<file path="src/rtl/bsg_link_upstream_credit_tx.sv">
// Upstream link transmitter: serialises core words into BEATS channel beats,
// throttled by a credit window that the receiver replenishes with tokens.
module bsg_link_upstream_credit_tx #(
    parameter int unsigned CH_NUM       = 2,
    parameter int unsigned CH_W         = 8,
    parameter int unsigned BEATS        = 4,
    parameter int unsigned CNT_W        = 7,
    parameter int unsigned MAX_CREDITS  = 32,
    parameter int unsigned TOKEN_DECIM  = 8,
    parameter int unsigned TOKEN_TOGGLE = 0,
    localparam int unsigned DATA_W      = CH_NUM * CH_W * BEATS
) (
    input  logic                   clk,
    input  logic                   rst,
    input  logic [DATA_W-1:0]      core_data_i,
    input  logic                   core_valid_i,
    output logic                   core_ready_o,
    input  logic                   io_token_i,
    output logic                   io_valid_o,
    output logic [CH_NUM*CH_W-1:0] io_data_o,
    output logic [CNT_W-1:0]       outstanding_o,
    output logic                   token_err_o
);

    localparam int unsigned SLICE_W = CH_NUM * CH_W;
    localparam int unsigned BEAT_W  = (BEATS > 1) ? $clog2(BEATS) : 1;
    localparam logic [BEAT_W-1:0] LAST_BEAT = BEAT_W'(BEATS - 1);
    localparam logic [CNT_W-1:0]  MAX_C     = CNT_W'(MAX_CREDITS);
    localparam logic [CNT_W-1:0]  DECIM     = CNT_W'(TOKEN_DECIM);

    typedef enum logic {IDLE, SEND} state_t;

    state_t              state_q, state_d;
    logic [BEAT_W-1:0]   beat_q, beat_d;
    logic [DATA_W-1:0]   word_q, word_d;
    logic [CNT_W-1:0]    sent_q, sent_d;
    logic [CNT_W-1:0]    finish_q, finish_d;
    logic                tok_q;
    logic                err_q, err_d;
    logic                io_valid_q, io_valid_d;
    logic [SLICE_W-1:0]  io_data_q, io_data_d;

    logic [CNT_W-1:0]    outstanding;
    logic                avail;
    logic                accept;
    logic                tok_evt;
    logic                tok_ok;

    // Credit and handshake logic, all from registered state.
    assign outstanding  = sent_q - finish_q;
    assign avail        = (outstanding < MAX_C);
    assign core_ready_o = avail && ((state_q == IDLE) || (beat_q == LAST_BEAT));
    assign accept       = core_valid_i && core_ready_o;

    assign tok_evt  = (TOKEN_TOGGLE != 0) ? (io_token_i ^ tok_q) : io_token_i;
    assign tok_ok   = tok_evt && (outstanding >= DECIM);
    assign sent_d   = sent_q + CNT_W'(accept);
    assign finish_d = tok_ok ? (finish_q + DECIM) : finish_q;
    assign err_d    = err_q | (tok_evt & ~tok_ok);

    always_ff @(posedge clk) begin
        if (rst) begin
            state_q    <= IDLE;
            beat_q     <= '0;
            word_q     <= '0;
            sent_q     <= '0;
            finish_q   <= '0;
            tok_q      <= 1'b0;
            err_q      <= 1'b0;
            io_valid_q <= 1'b0;
            io_data_q  <= '0;
        end else begin
            state_q    <= state_d;
            beat_q     <= beat_d;
            word_q     <= word_d;
            sent_q     <= sent_d;
            finish_q   <= finish_d;
            tok_q      <= io_token_i;
            err_q      <= err_d;
            io_valid_q <= io_valid_d;
            io_data_q  <= io_data_d;
        end
    end

    // The word register shifts down one beat per cycle, so the next beat to
    // present is always its low slice; beat 0 comes straight from the input.
    always_comb begin
        state_d = state_q;
        beat_d  = beat_q;
        word_d  = word_q;
        unique case (state_q)
            IDLE: begin
                if (accept) begin
                    state_d = SEND;
                    beat_d  = '0;
                    word_d  = core_data_i >> SLICE_W;
                end
            end
            SEND: begin
                if (beat_q != LAST_BEAT) begin
                    beat_d = beat_q + 1'b1;
                    word_d = word_q >> SLICE_W;
                end else if (accept) begin
                    beat_d = '0;
                    word_d = core_data_i >> SLICE_W;
                end else begin
                    state_d = IDLE;
                end
            end
            default: state_d = IDLE;
        endcase
    end

    always_comb begin
        io_valid_d = (state_d == SEND);
        io_data_d  = io_data_q;
        if (state_d == SEND) begin
            io_data_d = accept ? core_data_i[SLICE_W-1:0] : word_q[SLICE_W-1:0];
        end
    end

    assign io_valid_o    = io_valid_q;
    assign io_data_o     = io_data_q;
    assign outstanding_o = outstanding;
    assign token_err_o   = err_q;

endmodule

</file>
<file path="config.mk">
export PLATFORM = sky130hd
export DESIGN_NAME = bsg_link_upstream_credit_tx
export DESIGN_NICKNAME = d
export VERILOG_FILES = /design/src/rtl/bsg_link_upstream_credit_tx.sv
export SDC_FILE = /design/constraint.sdc
export NUM_CORES = 1
export LEC_CHECK = 0
export CAP_MARGIN = 15
export CORE_UTILIZATION = 50
export CTS_CLUSTER_DIAMETER = 120
export DETAILED_ROUTE_END_ITERATION = 12
export PLACE_DENSITY = 0.85
export SLEW_MARGIN = 15
export SYNTH_ARGS = -nofsm -noshare
export SYNTH_HDL_FRONTEND = slang
export SYNTH_SLANG_ARGS = --single-unit
</file>
<file path="constraint.sdc">
create_clock -name clk -period 5.05 [get_ports clk]
set_input_delay 1.01 -clock clk [delete_from_list [all_inputs] [get_ports clk]]
set_output_delay 1.01 -clock clk [all_outputs]
set_load 0.01 [all_outputs]
</file>
# After elaboration in Yosys (flattened, before gate mapping)
# Cells that the tools add are included.
[word_totals]
regBits = 98
output_inout_bits = 26
wordCells = 33
[classes]
add_sub_neg = 4
magnitude_cmp = 2
n_eq_ne = 2
mux = 10
bitwise = 4
reduce_logical = 4
[op_table]
columns = ["cell", "count"]
rows = [
  ["2-to-1 mux 64 bit", 2],
  ["case mux 64 bit (2 select lines)", 1],
  ["2-to-1 mux 16 bit", 1],
  ["adder 7 x 1 -> 7 bit", 1],
  ["adder 7 x 4 -> 7 bit, second input constant", 1],
  ["greater-or-equal comparator 7 x 4 -> 1 bit, second input constant", 1],
  ["less-than comparator 7 x 6 -> 1 bit, second input constant", 1],
  ["subtractor 7 bit", 1],
  ["2-to-1 mux 2 bit", 2],
  ["case mux 2 bit (2 select lines)", 1],
  ["logical AND 1 bit", 3],
  ["adder 2 x 1 -> 2 bit, second input constant", 1],
  ["equality test 2 bit, second input constant", 1],
  ["2-to-1 mux 1 bit", 2],
  ["inequality test 2 bit, second input constant", 1],
  ["NOT 1 bit", 2],
  ["case mux 1 bit (2 select lines)", 1],
  ["bitwise AND 1 bit", 1],
  ["logical OR 1 bit", 1],
  ["bitwise OR 1 bit", 1],
]

# Depth between registers and ports, before layout
# Gate-level depths: netlist (run 1).
[logic_depth]
ltp_word = 7
ltp_mapped = 14

# Worst setup path before layout (run 1)
# Ideal clock, no wire load.
[synth_timing]
path_kind = "flip-flop to flip-flop"
from = "register finish_q[3]"
to = "register sent_q[6]"
t_arrival_ps = 2638
required_time_ps = 4922
setup_slack_ps = 2285
path_stages_with_launch = 14
path_buffers = 1
period_less_slack_ps = 2765
cell_sequence = "dfxtp_1 > ha_1 > inv_1 > fa_1 > xnor2_2 > and3_1 > a21boi_2 > buf_4 > and2_1 > ha_1 > and3_1 > nand3_1 > xor2_1 > nor2_1"
[synth_via]
elab_chain_len = 5
[synth_rtl]
columns = ["element", "line_no", "rtl"]
rows = [
  ["from (decl)", "37", "logic [CNT_W-1:0] finish_q, finish_d;"],
  ["from (signal assigned)", "77", "finish_q <= finish_d;"],
  ["subtractor 7 bit", "50", "assign outstanding = sent_q - finish_q;"],
  ["less-than comparator 7 x 6 -> 1 bit", "51", "assign avail = (outstanding < MAX_C);"],
  ["logical AND 1 bit", "52", "assign core_ready_o = avail && ((state_q == IDLE) || (beat_q == LAST_BEAT));"],
  ["logical AND 1 bit", "53", "assign accept = core_valid_i && core_ready_o;"],
  ["adder 7 x 1 -> 7 bit", "57", "assign sent_d = sent_q + CNT_W'(accept);"],
  ["to (signal assigned)", "76", "sent_q <= sent_d;"],
  ["to (decl)", "36", "logic [CNT_W-1:0] sent_q, sent_d;"],
]
# No other way between the ends.
# A chain may end at the register's enable or synchronous reset.

# Worst setup path after layout (run 1)
[layout_timing]
from = "register finish_q[5]"
to = "output port core_ready_o"
[layout_via]
elab_chain_len = 3
[layout_rtl]
columns = ["element", "line_no", "rtl"]
rows = [
  ["subtractor 7 bit", "50", ""],
  ["less-than comparator 7 x 6 -> 1 bit", "51", ""],
  ["logical AND 1 bit", "52", ""],
  ["to (decl)", "17", "output logic core_ready_o,"],
]
# No other way between the ends.

==> results.yml, run 1 <==
drt:
  ant_nets: 0
  drc_errors: 0
  routed_wl_microns: 9330
  routed-via-count: 3372
  wl_per_cell_microns: 15.6
  firstDrtPassIters: 4
  drtIter0Drc: 223
  vias_per_cell: 5.62
floorplanning:
  initial_core_util: 0.514
  die_h_microns: 90.9
  dieArea_sq_mm: 0.00826
  core.rowCount: 32
  ios: 94
  core_sq_mm: 0.00769
  chipWidth_microns: 90.9
finish:
  diodes: 0
  area_delta_synth_final_pct: 28.2
  finish.utilization: 0.659
  nets: 568
  drive_gt1_frac: 0.0984
setup_path:
  slowest_delay_ps: 550
  path_max_fanout: 5
  critPathTopFamily: "simple AND/OR/NAND/NOR gates"
  start_kind: "flip-flop"
  crit_path_end_kind: "output port"
  crit_type: "flip-flop to output port"
  worstPathCellList: "inv_1 > ha_1 > and3b_1 > nor3_4 > nor2_1 > nor3_1 > clkdlybuf4s50_1"
  worstPathRequired_ps: 4040
  arrival_ps: 2490
  crit_buf_inv: 2
  slowest_stage: "clkdlybuf4s50_1"
synthesis:
  ys_ff_latch: 95
  synth_top_flop_cell: "dfxtp_1"
  synthMuxAreaShare: 0.00760
  synth_edf_count: 0
  yosys.area_share.xor_xnor: 0.0218
  seq_area_frac_synth: 0.481
  syn-num-nets: 494
  synthSimpleGateAreaFrac: 0.185
  synth.area.top_cells: "dfxtp_1 48%, nor2_1 9.8%, o221a_1 8.5%"
  synth_top_family_by_area: "compound AO/OA/AOI/OAI gates"
  synth.most_common_cell: "nor2_1"
  async_flop_share: 0
  synthTopCellsByCount: "103 x nor2_1, 95 x dfxtp_1, 30 x o221a_1, 27 x a21oi_1, 21 x nand3_1"
  synth_area_sq_mm: 0.00395
  post-synth-top-area-cell: "dfxtp_1"
  yosys_warnings: 0
  syn_inst: 419
  synth.distinct_cells: 42
  yosysTopAreaCellShare: 0.481
  syn_area_per_cell_sq_um: 9.43
  synthAdderAreaFrac: 0.0241
  synth-compound-area-share: 0.225
power:
  power_leakage_nw: 1.99
  power.total_mw: 2.80
  p_per_area_mw_per_mm2: 553
  peakVddDrop_mv: 0.238
grt:
  grt_antenna_before_repair: 0
  gr-total-overflow: 0
  grt_pass1_vias: 3285
  grt_max_degree: 80
  grt_usage: 0.234
  grt_pass1_wl_microns: 15600
timing:
  tns_ps: 0
  timing.final.crit_share: 0.694
  period_needed_ps: 3500
  rsz0062_at_grt: "false"
  tightest_slew_ps: 902
  skew_ps: 8.79
  final_hold_viol_count: 0
  setup_violations: 0
  max_freq_ghz: 0.285
  max-slew-margin-rel: 0.395
  slew_viol_final: 0
cts:
  hold_buffers: 0
  post-cts-setup-buffer-count: 0
  clkTransAtPathRegs_ps: 90
  cts_resized: 0
  clock-sinks: 95
  clockBufferDepth: 2
  cts_made_buffers: 9
  clk_latency_ps: 360
  cts_tree: "built"
  cts_root_buf: "clkbuf_8"
  h-tree-depth: 3
placement:
  io_buffers: 93
  place_hpwl_microns: 6320
  gp_congestion: 0.852
run_status:
  outcome: "completed"
run:
  max-cap-violations: 0
min_path:
  holdCritPathClass: "flip-flop to flip-flop"
-- flip-flops by register name, summed over array words and instances, names as in the netlist --
register,count
beat_q,2
finish_q,4
io_data_o,16
io_valid_o,1
sent_q,7
token_err_o,1
word_q,64
-- kinds of logic (layout without fill, tap and decap cells) --
family | count (synthesis) | after routing
simple gates | 160 | 160
buf+inv | 43 | 122
flops | 95 | 95
compound gates | 102 | 102
mux | 3 | 3
xor+xnor | 9 | 9
fa+ha+maj | 7 | 7
-- stage by stage --
step	hold WS, ps	cell area (sq um)	worst slack [ps]	instances
2_1_floorplan	431	3950	2280	419
3_3_place_gp	442	4870	1960	584
3_5_place_dp	444	4870	1920	584
4_1_cts	471	5070	1540	600
5_1_grt	486	5070	1390	600
6_report	468	5070	1550	600
-- report_power, final --
group | internal (mW) | leakage (nW) | switching (mW)
sequential | 0.997 | 0.780 | 0.153
clock | 0.245 | 0.0932 | 0.255
combinational | 0.534 | 1.11 | 0.615
total | 1.78 | 1.99 | 1.02
-- path summary, 6_finish.rpt --
path	from	endpoint	slack [ps]	depth (start not counted)
setup / recovery	finish_q[5]	core_ready_o	1550	7
hold / removal	word_q[58]	word_q[58]	470	1
setup reg to reg	finish_q[5]	word_q[21]	2080	8
hold reg to reg	word_q[58]	word_q[58]	470	1
-- layout by cell type (no fill, tap or decap), types with 5 or more instances in the layout --
cell type	Yosys	final
clkdlybuf4s50_1	0	92
a22oi_1	15	15
xnor2_1	5	5
and2_1	17	17
nand3_1	21	21
clkbuf_8	0	10
ha_1	6	6
nor2_1	103	103
o221a_2	17	17
a21oi_1	27	27
buf_4	6	6
o221a_1	30	30
inv_1	6	6
dfxtp_1	95	95
-- per-layer routing --
| metal | vias to the layer above | track usage | share of wire |
|---|---|---|---|
| met5 | - | 0 | 0 |
| met4 | 0 | 0.0992 | 0.016 |
| met3 | 16 | 0.0370 | 0.052 |
| met2 | 102 | 0.383 | 0.49 |
| met1 | 1615 | 0.305 | 0.44 |
| li1 | 1639 | - | - |
-- cell type report --
| type | instances | area (sq um) |
|---|---|---|
| fill | 634 | 2620 |
| sequential | 95 | 1900 |
| multi-input combinational | 281 | 1840 |
| timing repair buffer | 99 | 971 |
| clock buffer | 12 | 145 |
| tap | 102 | 128 |
| clock inverter | 4 | 53.8 |
| inverter | 7 | 26.3 |
No activity file was read; power rests on OpenSTA's default activity.
==> inputs of run 2 (changes only) <==
CORE_UTILIZATION = 45   (was 50)
PLACE_DENSITY = 0.81   (was 0.85)
clock period = 3.02 ns   (was 5.05 ns; I/O delays follow)
==> results.yml, run 2 (synthesized netlist as in run 1, its figures left out) <==
run_status:
  outcome: "completed"
timing:
  skew_ps: 12.6
  slew_viol_final: 0
  rsz0062_at_grt: "false"
  tns_ps: 0
  timing.final.crit_share: 0.934
  max-slew-margin-rel: 0.521
  period_needed_ps: 2820
  final_hold_viol_count: 0
  setup_violations: 0
  max_freq_ghz: 0.354
  tightest_slew_ps: 718
setup_path:
  path_max_fanout: 4
  arrival_ps: 2220
  crit_start: "finish_q[3]"
  worstPathRequired_ps: 2420
  crit_type: "flip-flop to output port"
  timing.rr.start: "finish_q[3]"
  start_kind: "flip-flop"
  crit_path_end_kind: "output port"
drt:
  drc_errors: 0
  drtIter0Drc: 142
  vias_per_cell: 5.47
  wl_per_cell_microns: 15.3
  routed-via-count: 3325
  routed_wl_microns: 9320
  firstDrtPassIters: 4
  ant_nets: 0
cts:
  h-tree-depth: 3
  hold_buffers: 0
  clk_latency_ps: 350
  clock-sinks: 95
  cts_made_buffers: 9
  cts_tree: "built"
  clockBufferDepth: 2
  cts_root_buf: "clkbuf_8"
  clkTransAtPathRegs_ps: 90
finish:
  area_delta_synth_final_pct: 29.9
  drive_gt1_frac: 0.111
  layout.cells.most_common_list: "103 x nor2_1, 95 x dfxtp_1, 91 x clkdlybuf4s50_1"
  largest_reg_flops: 64
  diodes: 0
  regMostFlops: "word_q"
  mostFrequentLayoutCell: "nor2_1"
  nets: 573
  fill_cells: 711
grt:
  gr-total-overflow: 0
  grt_pass1_vias: 3339
  grt_antenna_before_repair: 0
  grt_pass1_wl_microns: 15500
  grt_max_degree: 71
  grt_use_met3: 0.0371
  gr-usage-met2: 0.360
  grt_busiest_layer: "met2"
  grtUsageMet1: 0.291
  grt_usage: 0.219
floorplanning:
  dieArea_sq_mm: 0.00916
  core.rowCount: 33
  die_h_microns: 95.7
  core_sq_mm: 0.00834
  chipWidth_microns: 95.7
  ios: 94
  initial_core_util: 0.474
power:
  peakVddDrop_mv: 0.347
  power_leakage_nw: 2.02
  p_per_area_mw_per_mm2: 929
  power.total_mw: 4.77
placement:
  io_buffers: 93
  place_hpwl_microns: 6430
  gp_congestion: 0.831
min_path:
  hold_start: "word_q[62]"
  holdCritPathClass: "flip-flop to flip-flop"
run:
  max-cap-violations: 0
run 2: worst max-delay path, stage by stage (launching register included):
cell and delay, ps:
dfxtp_1 400, ha_1 210, inv_1 60, fa_1 400, xnor2_2 180, inv_2 80
clkdlybuf4s50_1 530
run 2: final timing paths:
kind,end,slack (ps),depth (start not counted)
setup / recovery,outstanding_o[5],200,6
hold / removal,word_q[62],460,1
setup reg to reg,sent_q[6],290,12
hold reg to reg,word_q[62],460,1
run 2: metal layers:
| metal | up-vias | wire [microns] |
|---|---|---|
| li1 | 1646 | - |
| met1 | 1577 | 4470 |
| met2 | 92 | 4370 |
| met5 | - | 0 |
| met4 | 0 | 70 |
| met3 | 10 | 411 |
run 2: per-stage QoR:
stage / utilization / std cells / cell area (sq um) / setup WS [ps] / hold WS [ps]
after floorplan: - / 419 / 3950 / 255 / 431
after global placement: 0.588 / 591 / 4900 / 345 / 442
after detailed placement: 0.588 / 591 / 4900 / 238 / 444
after CTS: 0.615 / 608 / 5130 / 128 / 470
after global routing: 0.615 / 608 / 5130 / 49.3 / 494
final: 0.615 / 608 / 5130 / 198 / 464
run 2: cell type report:
class,instances,area [sq um],area share
clock buffer,10,128,0.0249
clock inverter,6,93.8,0.0183
inverter,7,26.3,0.00512
multi-input combinational,281,1840,0.359
sequential,95,1900,0.371
tap,105,131,0.0256
timing repair buffer,104,1010,0.196
run 2: power breakdown:
part / switching (mW) / leakage, nW / internal [mW] / total, mW
clock: 0.440 / 0.101 / 0.472 / 0.912
sequential: 0.252 / 0.780 / 1.67 / 1.92
combinational: 1.03 / 1.14 / 0.911 / 1.94
total: 1.72 / 2.02 / 3.05 / 4.77
run 2: timing repair:
| item | CTS | global route |
|---|---|---|
| setup endpoints to repair | 1 | 1 |
| pin swaps | 1 | 0 |
| setup buffers | 1 | 0 |
| resized for setup | 1 | 1 |
==> inputs of run 3 (changes only) <==
CAP_MARGIN = 10   (was 15)
CORE_MARGIN = 8   (was unset)
==> results.yml, run 3 (synthesized netlist as in run 1, its figures left out) <==
timing:
  setup_violations: 0
  max-slew-margin-rel: 0.487
  max_freq_ghz: 0.351
  final_hold_viol_count: 0
  slew_viol_final: 0
  rsz0062_at_grt: "false"
  tightest_slew_ps: 767
  period_needed_ps: 2850
  timing.final.crit_share: 0.944
  skew_ps: 5.28
  tns_ps: 0
grt:
  grt_pass1_vias: 3297
  grt_usage: 0.170
  grt_pass1_wl_microns: 16200
  grt_max_degree: 71
  gr-total-overflow: 0
  grt_antenna_before_repair: 0
floorplanning:
  initial_core_util: 0.458
  core.rowCount: 34
  die_h_microns: 110
  chipWidth_microns: 110
  core_sq_mm: 0.00864
  dieArea_sq_mm: 0.0120
  ios: 94
run_status:
  outcome: "completed"
power:
  p_per_area_mw_per_mm2: 946
  internal_power_mw: 3.16
  power_frac_comb: 0.402
  pwr-share-seq: 0.394
  power_leakage_nw: 2.04
  clkPwrFrac: 0.204
  switchingPower_mw: 1.72
  p_sw_frac: 0.353
  peakVddDrop_mv: 0.470
min_path:
  hold_depth: 1
  hold_start: "word_q[58]"
  hold_end: "word_q[58]"
  holdCritPathClass: "flip-flop to flip-flop"
drt:
  met1Wirelength_microns: 4420
  drtIter0Drc: 208
  wl_met2_microns: 4900
  routed-via-count: 3342
  ant_nets: 0
  firstDrtPassIters: 4
  drc_errors: 0
  vias_per_cell: 5.48
  dr_wl_met3_microns: 544
  routed_wl_microns: 9990
  topRoutingLayerUsed: "met4"
  wl_per_cell_microns: 16.4
finish:
  drive_gt1_frac: 0.112
  stdcell_count: 610
  area_delta_synth_final_pct: 30.7
  nets: 572
  largest_reg_flops: 64
  layout.cells.most_common_list: "103 x nor2_1, 95 x dfxtp_1, 91 x clkdlybuf4s50_1"
  mostFrequentLayoutCell: "nor2_1"
  regMostFlops: "word_q"
  diodes: 0
  finish.utilization: 0.598
setup_path:
  rrSetupSlack_ps: 250
  path_max_fanout: 4
  crit_type: "flip-flop to output port"
  crit_path_end_kind: "output port"
  worstPathRequired_ps: 2420
  arrival_ps: 2250
  reg2reg_depth: 12
  start_kind: "flip-flop"
  timing.rr.end: "sent_q[6]"
  timing.rr.start: "finish_q[3]"
cts:
  cts_tree: "built"
  clock-sinks: 95
  clockBufferDepth: 2
  clkTransAtPathRegs_ps: 90
  cts_made_buffers: 9
  clk_latency_ps: 360
  cts_root_buf: "clkbuf_8"
  h-tree-depth: 3
  hold_buffers: 0
run:
  max-cap-violations: 0
placement:
  place_inst: 593
  place_hpwl_microns: 7050
  gp_congestion: 0.916
  io_buffers: 93
[run 3: critical path, cell delays in order, from the launching register on]
cell and delay [ps]:
dfxtp_1 390, ha_1 200, inv_1 70, fa_1 400
xnor2_2 260, inv_2 80, clkdlybuf4s50_1 480
[run 3: worst max path at each step]
stage	cells past startpoint	from	endpoint
2_1_floorplan	13	finish_q[3]	sent_q[6]
3_3_place_gp	7	finish_q[5]	core_ready_o
3_5_place_dp	7	finish_q[5]	core_ready_o
4_1_cts	6	finish_q[5]	outstanding_o[6]
5_1_grt	7	finish_q[3]	core_ready_o
6_report	6	finish_q[3]	outstanding_o[5]
[run 3: cell type report]
| cell class | instances | area [sq um] |
|---|---|---|
| clock inverters | 6 | 108 |
| clock buffers | 10 | 138 |
| repair buffers | 103 | 1010 |
| flip-flops and latches | 95 | 1900 |
| multi-input cells | 281 | 1840 |
| well taps | 108 | 135 |
| inverters | 7 | 26.3 |
| fillers | 730 | 3470 |
[run 3: timing repair]
action,4_1_cts,5_1_grt
endpoints found under the setup margin,1,1
hold endpoints to repair,0,0
pin swaps,2,0
buffers inserted,1,0
resized for setup,1,1
[run 3: routing by layer]
metal | vias up | GRT usage
li1 | 1650 | -
met1 | 1595 | 0.213
met2 | 87 | 0.273
met3 | 10 | 0.0463
met4 | 0 | 0.0608
met5 | - | 0
[run 3: through the flow]
stage / setup WS, ps / hold slack (ps) / instance area (sq um) / power [mW]
after floorplan: 255 / 431 / 3950 / 3.26
after global placement: 335 / 443 / 4910 / 3.85
after detailed placement: 285 / 444 / 4910 / 3.92
after CTS: 91.6 / 470 / 5160 / 4.91
after global routing: 30.5 / 478 / 5160 / 5.20
final: 170 / 467 / 5160 / 4.88
[run 3: power by group through the flow]
stage / logic [mW] / clock network (mW) / registers [mW]
floorplan: 1.36 / 0 / 1.90
global placement: 1.92 / 0 / 1.93
detailed placement: 1.97 / 0 / 1.95
CTS: 1.98 / 1.02 / 1.92
global route: 2.17 / 1.06 / 1.97
finish: 1.96 / 0.997 / 1.92
